[config.mk]
export PLATFORM = sky130hd
export DESIGN_NAME = coherent_average_ctrl
export DESIGN_NICKNAME = d
export VERILOG_FILES = /design/src/rtl/coherent_average_pkg.sv /design/src/rtl/coherent_average_ctrl_trig_edge_det.sv /design/src/rtl/coherent_average_ctrl.sv
export SDC_FILE = /design/constraint.sdc
export NUM_CORES = 1
export LEC_CHECK = 0
export CORE_ASPECT_RATIO = 0.75
export CORE_MARGIN = 2
export CORE_UTILIZATION = 45
export DETAILED_ROUTE_END_ITERATION = 8
export PLACE_DENSITY = 0.81
export RECOVER_POWER = 25
export SLEW_MARGIN = 0
export SYNTH_ARGS = -nofsm -noshare
export SYNTH_HDL_FRONTEND = slang
export SYNTH_HIERARCHICAL = 1
export SYNTH_SLANG_ARGS = --single-unit
[constraint.sdc]
create_clock -name clk_rapido -period 2.58 [get_ports clk_rapido]
set_input_delay 0.387 -clock clk_rapido [delete_from_list [all_inputs] [get_ports clk_rapido]]
set_output_delay 0.387 -clock clk_rapido [all_outputs]
set_load 0.01 [all_outputs]
[src/rtl/coherent_average_pkg.sv]
// Shared types and default sizing for the coherent-averaging sequencer.
package coherent_average_pkg;

  localparam int M_DEFAULT  = 32;
  localparam int AW_DEFAULT = 16;
  localparam int ADC_W      = 12;

  typedef enum logic [2:0] {
    IDLE,
    ARM,
    ACQ,
    READOUT,
    CLEAR
  } state_t;

endpackage

[src/rtl/coherent_average_ctrl_trig_edge_det.sv]
// Registers the excitation trigger and emits a one-cycle pulse on its rising edge.
module trig_edge_det (
  input  logic clk_rapido,
  input  logic reset,
  input  logic trig,
  output logic trig_rise
);

  logic trig_q;

  always_ff @(posedge clk_rapido) begin
    if (reset) begin
      trig_q <= 1'b0;
    end else begin
      trig_q <= trig;
    end
  end

  assign trig_rise = trig & ~trig_q;

endmodule

[src/rtl/coherent_average_ctrl.sv]
// Coherent-averaging sequencer: trigger-aligned M-sample frames, readout wait, accumulator clear.
// Optional trigger-wait timeout is enabled by defining CA_TRIG_TIMEOUT_EN.
module coherent_average_ctrl
  import coherent_average_pkg::*;
#(
  parameter int M  = M_DEFAULT,
  parameter int AW = AW_DEFAULT
`ifdef CA_TRIG_TIMEOUT_EN
  ,
  parameter int unsigned TIMEOUT = 1000000
`endif
) (
  input  logic             clk_rapido,
  input  logic             reset,
  input  logic             start,
  input  logic             abort,
  input  logic [AW-1:0]    n_frames,
  input  logic             trig,
  input  logic [ADC_W-1:0] adc_data,
  input  logic             adc_valid,
  output logic [ADC_W-1:0] x,
  output logic             x_valid,
  input  logic             rd_done,
  output logic [AW-1:0]    clr_addr,
  output logic             clr_we,
  output logic             busy,
  output logic             done,
  output logic             overrun
`ifdef CA_TRIG_TIMEOUT_EN
  ,
  output logic             timeout
`endif
);

  localparam logic [AW-1:0] LAST = AW'(M - 1);

  state_t        state_q, state_d;
  logic [AW-1:0] sample_cnt;
  logic [AW-1:0] frame_cnt;
  logic [AW-1:0] n_lat;
  logic          trig_edge;
  logic          frame_end;
  logic          last_frame;

  trig_edge_det u_trig_edge_det (
    .clk_rapido(clk_rapido),
    .reset     (reset),
    .trig      (trig),
    .trig_rise (trig_edge)
  );

  assign frame_end  = (state_q == ACQ) && adc_valid && (sample_cnt == LAST);
  assign last_frame = (frame_cnt + AW'(1)) == n_lat;

`ifdef CA_TRIG_TIMEOUT_EN
  logic [31:0] tmo_cnt;
  logic        tmo_hit;
  assign tmo_hit = (state_q == ARM) && !trig_edge && (tmo_cnt == 32'(TIMEOUT - 1));
`endif

  // NOTE: every signal driven here gets a default first, so no path can infer a latch.
  always_comb begin
    state_d = state_q;
    busy    = (state_q != IDLE);
    clr_we  = (state_q == CLEAR);
    done    = (state_q == CLEAR) && (clr_addr == LAST) && !abort;
    if (abort) begin
      state_d = IDLE;
    end else begin
      case (state_q)
        IDLE:    if (start) state_d = ARM;
        ARM: begin
          if (trig_edge) state_d = ACQ;
`ifdef CA_TRIG_TIMEOUT_EN
          else if (tmo_hit) state_d = IDLE;
`endif
        end
        ACQ:     if (frame_end) state_d = last_frame ? READOUT : ARM;
        READOUT: if (rd_done) state_d = CLEAR;
        CLEAR:   if (clr_addr == LAST) state_d = IDLE;
        default: state_d = IDLE;
      endcase
    end
  end

  // NOTE: sequential state uses non-blocking assignments so all registers see pre-edge values.
  always_ff @(posedge clk_rapido) begin
    if (reset) begin
      state_q <= IDLE;
    end else begin
      state_q <= state_d;
    end
  end

  always_ff @(posedge clk_rapido) begin
    if (reset) begin
      x          <= '0;
      x_valid    <= 1'b0;
      clr_addr   <= '0;
      overrun    <= 1'b0;
      sample_cnt <= '0;
      frame_cnt  <= '0;
      n_lat      <= '0;
`ifdef CA_TRIG_TIMEOUT_EN
      timeout    <= 1'b0;
      tmo_cnt    <= '0;
`endif
    end else begin
      x_valid <= 1'b0;
`ifdef CA_TRIG_TIMEOUT_EN
      // Counting only while in ARM makes every entry into ARM start from zero.
      tmo_cnt <= (state_q == ARM) ? tmo_cnt + 32'd1 : '0;
`endif
      if (abort) begin
        clr_addr <= '0;
      end else begin
        case (state_q)
          IDLE: begin
            if (start) begin
              n_lat     <= (n_frames == '0) ? AW'(1) : n_frames;
              overrun   <= 1'b0;
              frame_cnt <= '0;
`ifdef CA_TRIG_TIMEOUT_EN
              timeout   <= 1'b0;
`endif
            end
          end
          ARM: begin
            if (trig_edge) sample_cnt <= '0;
`ifdef CA_TRIG_TIMEOUT_EN
            if (tmo_hit) timeout <= 1'b1;
`endif
          end
          ACQ: begin
            if (adc_valid) begin
              x          <= adc_data;
              x_valid    <= 1'b1;
              sample_cnt <= sample_cnt + AW'(1);
            end
            if (frame_end) frame_cnt <= frame_cnt + AW'(1);
            // An edge landing on the frame's final sample belongs to the next ARM window.
            if (trig_edge && !frame_end) overrun <= 1'b1;
          end
          READOUT: if (rd_done) clr_addr <= '0;
          CLEAR:   clr_addr <= (clr_addr == LAST) ? '0 : clr_addr + AW'(1);
          default: ;
        endcase
      end
    end
  end

endmodule

# [Word level (Yosys, flattened, before mapping)]
# Cells that the tools add are included.
[op_classes] addsub=3 reduce_logical=22 bitwise_logic=4 eq_ne=14 muxes=21
[ops] op="$mux W16" count=7
[ops] op="$pmux W16 S2" count=3
[ops] op="$add A16 B1 Y16 const B" count=3
[ops] op="$eq A16 B5 Y1 const B" count=2
[ops] op="$eq A16 B16 Y1" count=1
[ops] op="$logic_not A16 Y1" count=1
[ops] op="$mux W3" count=5
[ops] op="$pmux W3 S5" count=1
[ops] op="$reduce_and A4 Y1" count=3
[ops] op="$ne A2 B2 Y1 const B" count=5
[ops] op="$eq A3 B2 Y1 const B" count=2
[ops] op="$reduce_and A3 Y1" count=2
[ops] op="$reduce_bool A2 Y1" count=3
[ops] op="$logic_and A1 B1 Y1" count=5
[ops] op="$reduce_and A5 Y1" count=1
[ops] op="$ne A2 B1 Y1 const B" count=2
[ops] op="$eq A3 B1 Y1 const B" count=1
[ops] op="$eq A3 B3 Y1 const B" count=1
[ops] op="$logic_not A3 Y1" count=1
[ops] op="$mux W1" count=3
[ops] op="$not A1 Y1" count=3
[ops] op="$reduce_bool A3 Y1" count=1
[ops] op="$reduce_or A3 Y1" count=1
[ops] op="$logic_not A1 Y1" count=2
[ops] op="5 further kinds" count=5
[word_totals] in_bits=35 output_inout_bits=33 ff_bits=82 elab_cells=73

# [Longest topological paths before layout]
[depth] depth_word=7 depth_mapped=9 mapped_depth_nobuf=7

# [Cells and area by module]
# The synthesis kept the hierarchy.
[modules_own_cells] module="coherent_average_ctrl" seq_area_each_um2=1621.6 area_each_um2=4201.5 instances=1 cells_per_inst=543
[modules_own_cells] module="trig_edge_det" seq_area_each_um2=20.0 area_each_um2=47.5 instances=1 cells_per_inst=3

# [Worst setup path after synthesis]
# Ideal clock, no wire load.
[synth_timing] kind="reg2reg" startpoint="register frame_cnt[0]" endpoint="register frame_cnt[12]" setup_ps=70 period_less_slack_ps=1948 path_buffers=1 arrival_ps=1878 t_required_ps=2510 path_stages_with_launch=8 path_slack_ps=632 path_cell_list="dfxtp_1 -> ha_1 -> and3_1 -> clkbuf_1 -> and3_1 -> inv_1 -> or4_1 -> a21oi_1"
[synth_between] elab_chain_len=3
[synth_rtl] element="start: declaration" line_no="coherent_average_ctrl.sv:39" rtl="logic [AW-1:0] frame_cnt;"
[synth_rtl] element="start signal: assignment" line_no="coherent_average_ctrl.sv:140" rtl="if (frame_end) frame_cnt <= frame_cnt + AW'(1);"
[synth_rtl] element="$add A16 B1 Y16" line_no="coherent_average_ctrl.sv:140"
[synth_rtl] element="$mux W16" line_no="coherent_average_ctrl.sv:140"
[synth_rtl] element="$pmux W16 S2" line_no="coherent_average_ctrl.sv:117" rtl="case (state_q)"
# Every way passes these cells. The select of a mux whose other input is x is not followed.
# A chain may end at the register's enable or synchronous reset.

# [Worst setup path after layout]
[layout_timing] startpoint="register state_q[0]" endpoint="output port done"
[layout_between] elab_chain_len=3
[layout_rtl] element="start: declaration" line_no="coherent_average_ctrl.sv:37" rtl="state_t state_q, state_d;"
[layout_rtl] element="start signal: assignment" line_no="coherent_average_ctrl.sv:91" rtl="state_q <= state_d;"
[layout_rtl] element="$eq A3 B3 Y1" line_no="coherent_average_ctrl.sv:66" rtl="done = (state_q == CLEAR) && (clr_addr == LAST) && !abort;"
[layout_rtl] element="$logic_and A1 B1 Y1 (2 in a row)" line_no="coherent_average_ctrl.sv:66"
[layout_rtl] element="end: declaration" line_no="coherent_average_ctrl.sv:27" rtl="output logic done,"
# Every way passes these cells.

==> run_results.csv <==
group,metric,value,unit
sta,tns,0,ps
clock_tree,cts_root_buffer,"clkbuf_16",
synthesis,synth_top_area_cell,"dfxtp_1",
synthesis,yosysWarnings,6,
power,powerDensity,547,nW/um2
floorplan,core_area,9120,um2
sta,slew_violations,0,
synthesis,synth_seq_area_share,38.6,%
critical_path,slowest_stage,"clkdlybuf4s50_1",
critical_path,cp_top_family,"simple AND/OR/NAND/NOR gates",
finish,nets,645,
critical_path,ff2ff_path_depth,6,
synthesis,syn_area,4250,um2
job,cap_violations,0,
route,ant_nets,0,
critical_path,cp.arrival,2080,ps
synthesis,synth.avg_cell_area,7.78,um2
clock_tree,htree_levels,3,
grt,grt_pass1_wl,18.2,mm
outcome,status,"complete, no violations",
floorplan,start_util,46.6,%
sta,setup_viol,0,
synthesis,synthMostInstantiatedCell,"dfxtp_1",
floorplan,fp.dieW,116,um
finish,diodes,0,
critical_path,required,2190,ps
synthesis,ys_seq_elements,82,
grt,antenna_found_initial,0,
sta,hold_violations,0,
grt,grt_max_degree,27,
floorplan,fp.dieArea,10200,um2
critical_path,worstSetupEndpointType,"output pin",
critical_path,cpPeakStageDelay,580,ps
sta,slew_headroom,53.3,%
route,drt_iter0_drc,235,
floorplan,boundaryPins,68,
sta,fin_crit,2470,ps
grt,gr-total-overflow,0,
placed_design,post_dp_cell_area,5040,um2
sta,fin_skew,6.59,ps
critical_path,path_buf_inv,1,
power,leakage,0.00189,uW
sta,rsz0062_at_grt,"false",
clock_tree,cts_tree,"done",
sta,tightest_slew,701,ps
critical_path,startpoint,"state_q[0]",
sta,timing.final.crit_share,95.8,%
synthesis,synthCells,546,
critical_path,r2r-start,"frame_cnt[0]",
route,vias,4223,
synthesis,synth_top_area_share,38.6,%
route,dr.pass1.iters,5,
synthesis,ys_top_cells_by_count,"dfxtp_1 (82), nand2_1 (77), a21oi_1 (59)",
route,drt-total-wl,11.2,mm
synthesis,ys_types,54,
finish,fill_cells,799,
critical_path,path_class,"flip-flop to output pin",
clock_tree,insertion_delay,340,ps
placed_design,port_buffers,67,
finish,design_area,5390,um2
synthesis,synth_flop_cell,"dfxtp_1",
clock_tree,numClockSinks,82,
finish,area_growth,26.8,%
clock_tree,clockBufferDepth,2,
synthesis,synthArstFlopShare,0,%
critical_path,cp_max_fo,12,
route,wl_per_cell,15.1,um
route,vias_per_cell,5.71,
critical_path,crit_end,"done",
critical_path,worstSetupStartpointType,"flip-flop",
critical_path,r2r-end,"frame_cnt[12]",
floorplan,core.rowCount,30,
placed_design,place.gp.congestion,0.917,
finish,multi_input_area,2470,um2
clock_tree,post_cts_buffers,0,
clock_tree,clkSlewWorstSetupHoldPaths,60,ps
power,ir_drop,0.325,mV
floorplan,die_y,88.2,um
grt,grt_pass1_vias,3899,
synthesis,syn_nets,584,
synthesis,synth-edff-count,0,
min_path,holdCritPathClass,"flip-flop to flip-flop",
placed_design,hpwl,7.90,mm
critical_path,path_cells,"nor2_1 > nand2_1 > nor4_2 > clkdlybuf4s50_1",
grt,grt_usage,22.4,%
clock_tree,cts_buffers,9,
sta,fmax,405,MHz
route,drc_errors,0,
critical_path,crit_cells,4,
finish,utilization,59.1,%
critical_path,r2r_slack,390,ps
finish,drive_gt1_share,6.22,%
finish,regArea,1640,um2
synthesis,ys_top_cells_by_area,"dfxtp_1 (39%), a21oi_1 (6.9%), nand2_1 (6.8%)",
==> kinds of logic after synthesis <==
family	after synthesis	share of synthesized area (%)
simple gates	265	32.7
compound gates	121	16.1
flops	82	38.6
buf+inv	37	3.62
xor+xnor	32	6.60
mux	6	1.41
fa+ha+maj	3	0.883
==> state kept, by name, indices dropped and copies added, names as in the netlist <==
signal / count
u_trig_edge_det/trig_q: 1
x_valid: 1
state_q: 3
clr_addr: 16
frame_cnt: 16
x: 12
n_lat: 16
overrun: 1
sample_cnt: 16
==> power breakdown <==
group	switching (uW)	internal [uW]
clock network	510	964
logic	87.2	89.2
registers	14.1	1280
total	612	2330
==> area by class of cell <==
cell class              instances  area share [%]
clock inverters                 5            1.90
clock buffers                  10            4.44
multi-input cells             427            45.8
flip-flops and latches         82            30.5
repair buffers                 80            14.0
inverters                       7           0.488
well taps                     128            2.97
==> worst min path at each step <==
| stage | endpoint | cells after the start | from |
|---|---|---|---|
| global route | x[7] | 2 | x[7] |
| finish | x[2] | 2 | x[2] |
| global placement | x[11] | 2 | x[11] |
| detailed placement | x[7] | 2 | x[7] |
| floorplan | n_lat[4] | 2 | n_lat[4] |
| CTS | x[7] | 2 | x[7] |
==> worst register-to-register path: stages (launching register included) <==
cell and delay, ps:
dfxtp_1 470, ha_1 320, and3_1 320, and3_1 290, inv_1 70, or4_1 500, a21oi_1 160
==> routing by layer <==
layer / global-route usage [%] / vias to the layer above / part of all wire [%]
met1: 29.1 / 2000 / 44
li1: - / 2072 / -
met3: 6.71 / 14 / 6.2
met5: 0 / - / 0
met4: 5.41 / 0 / 1.2
met2: 36.8 / 137 / 49
==> layout by cell type (no fill, tap or decap), types with 8 or more instances in the layout <==
master and n:
a31oi_1 8, dfxtp_1 82, clkdlybuf4s50_1 51, nand4_1 13, or3_1 13, and3_1 14, xor2_1 16, a21oi_1 59
nor2b_1 10, nor2_1 58, nor3_1 10, clkbuf_16 9, buf_4 10, xnor2_1 16, nand3_1 19, nor4_1 11
o21ai_0 31, dlygate4sd3_1 15, nand2_1 77
==> per-stage QoR <==
step,hold WS [ps],instances,setup WS (ps),power (uW)
floorplan,448,546,632,1410
detailed placement,446,724,108,1500
global route,464,739,8.90,3030
finish,453,739,109,2950
CTS,455,739,30.5,2970
global placement,441,724,194,1500
==> timing repair <==
action / 4_1_cts / 5_1_grt
hold buffers: 0 / 0
resized for setup: 0 / 3
endpoints found under the setup margin: 0 / 1
No activity file was read; power rests on OpenSTA's default activity.
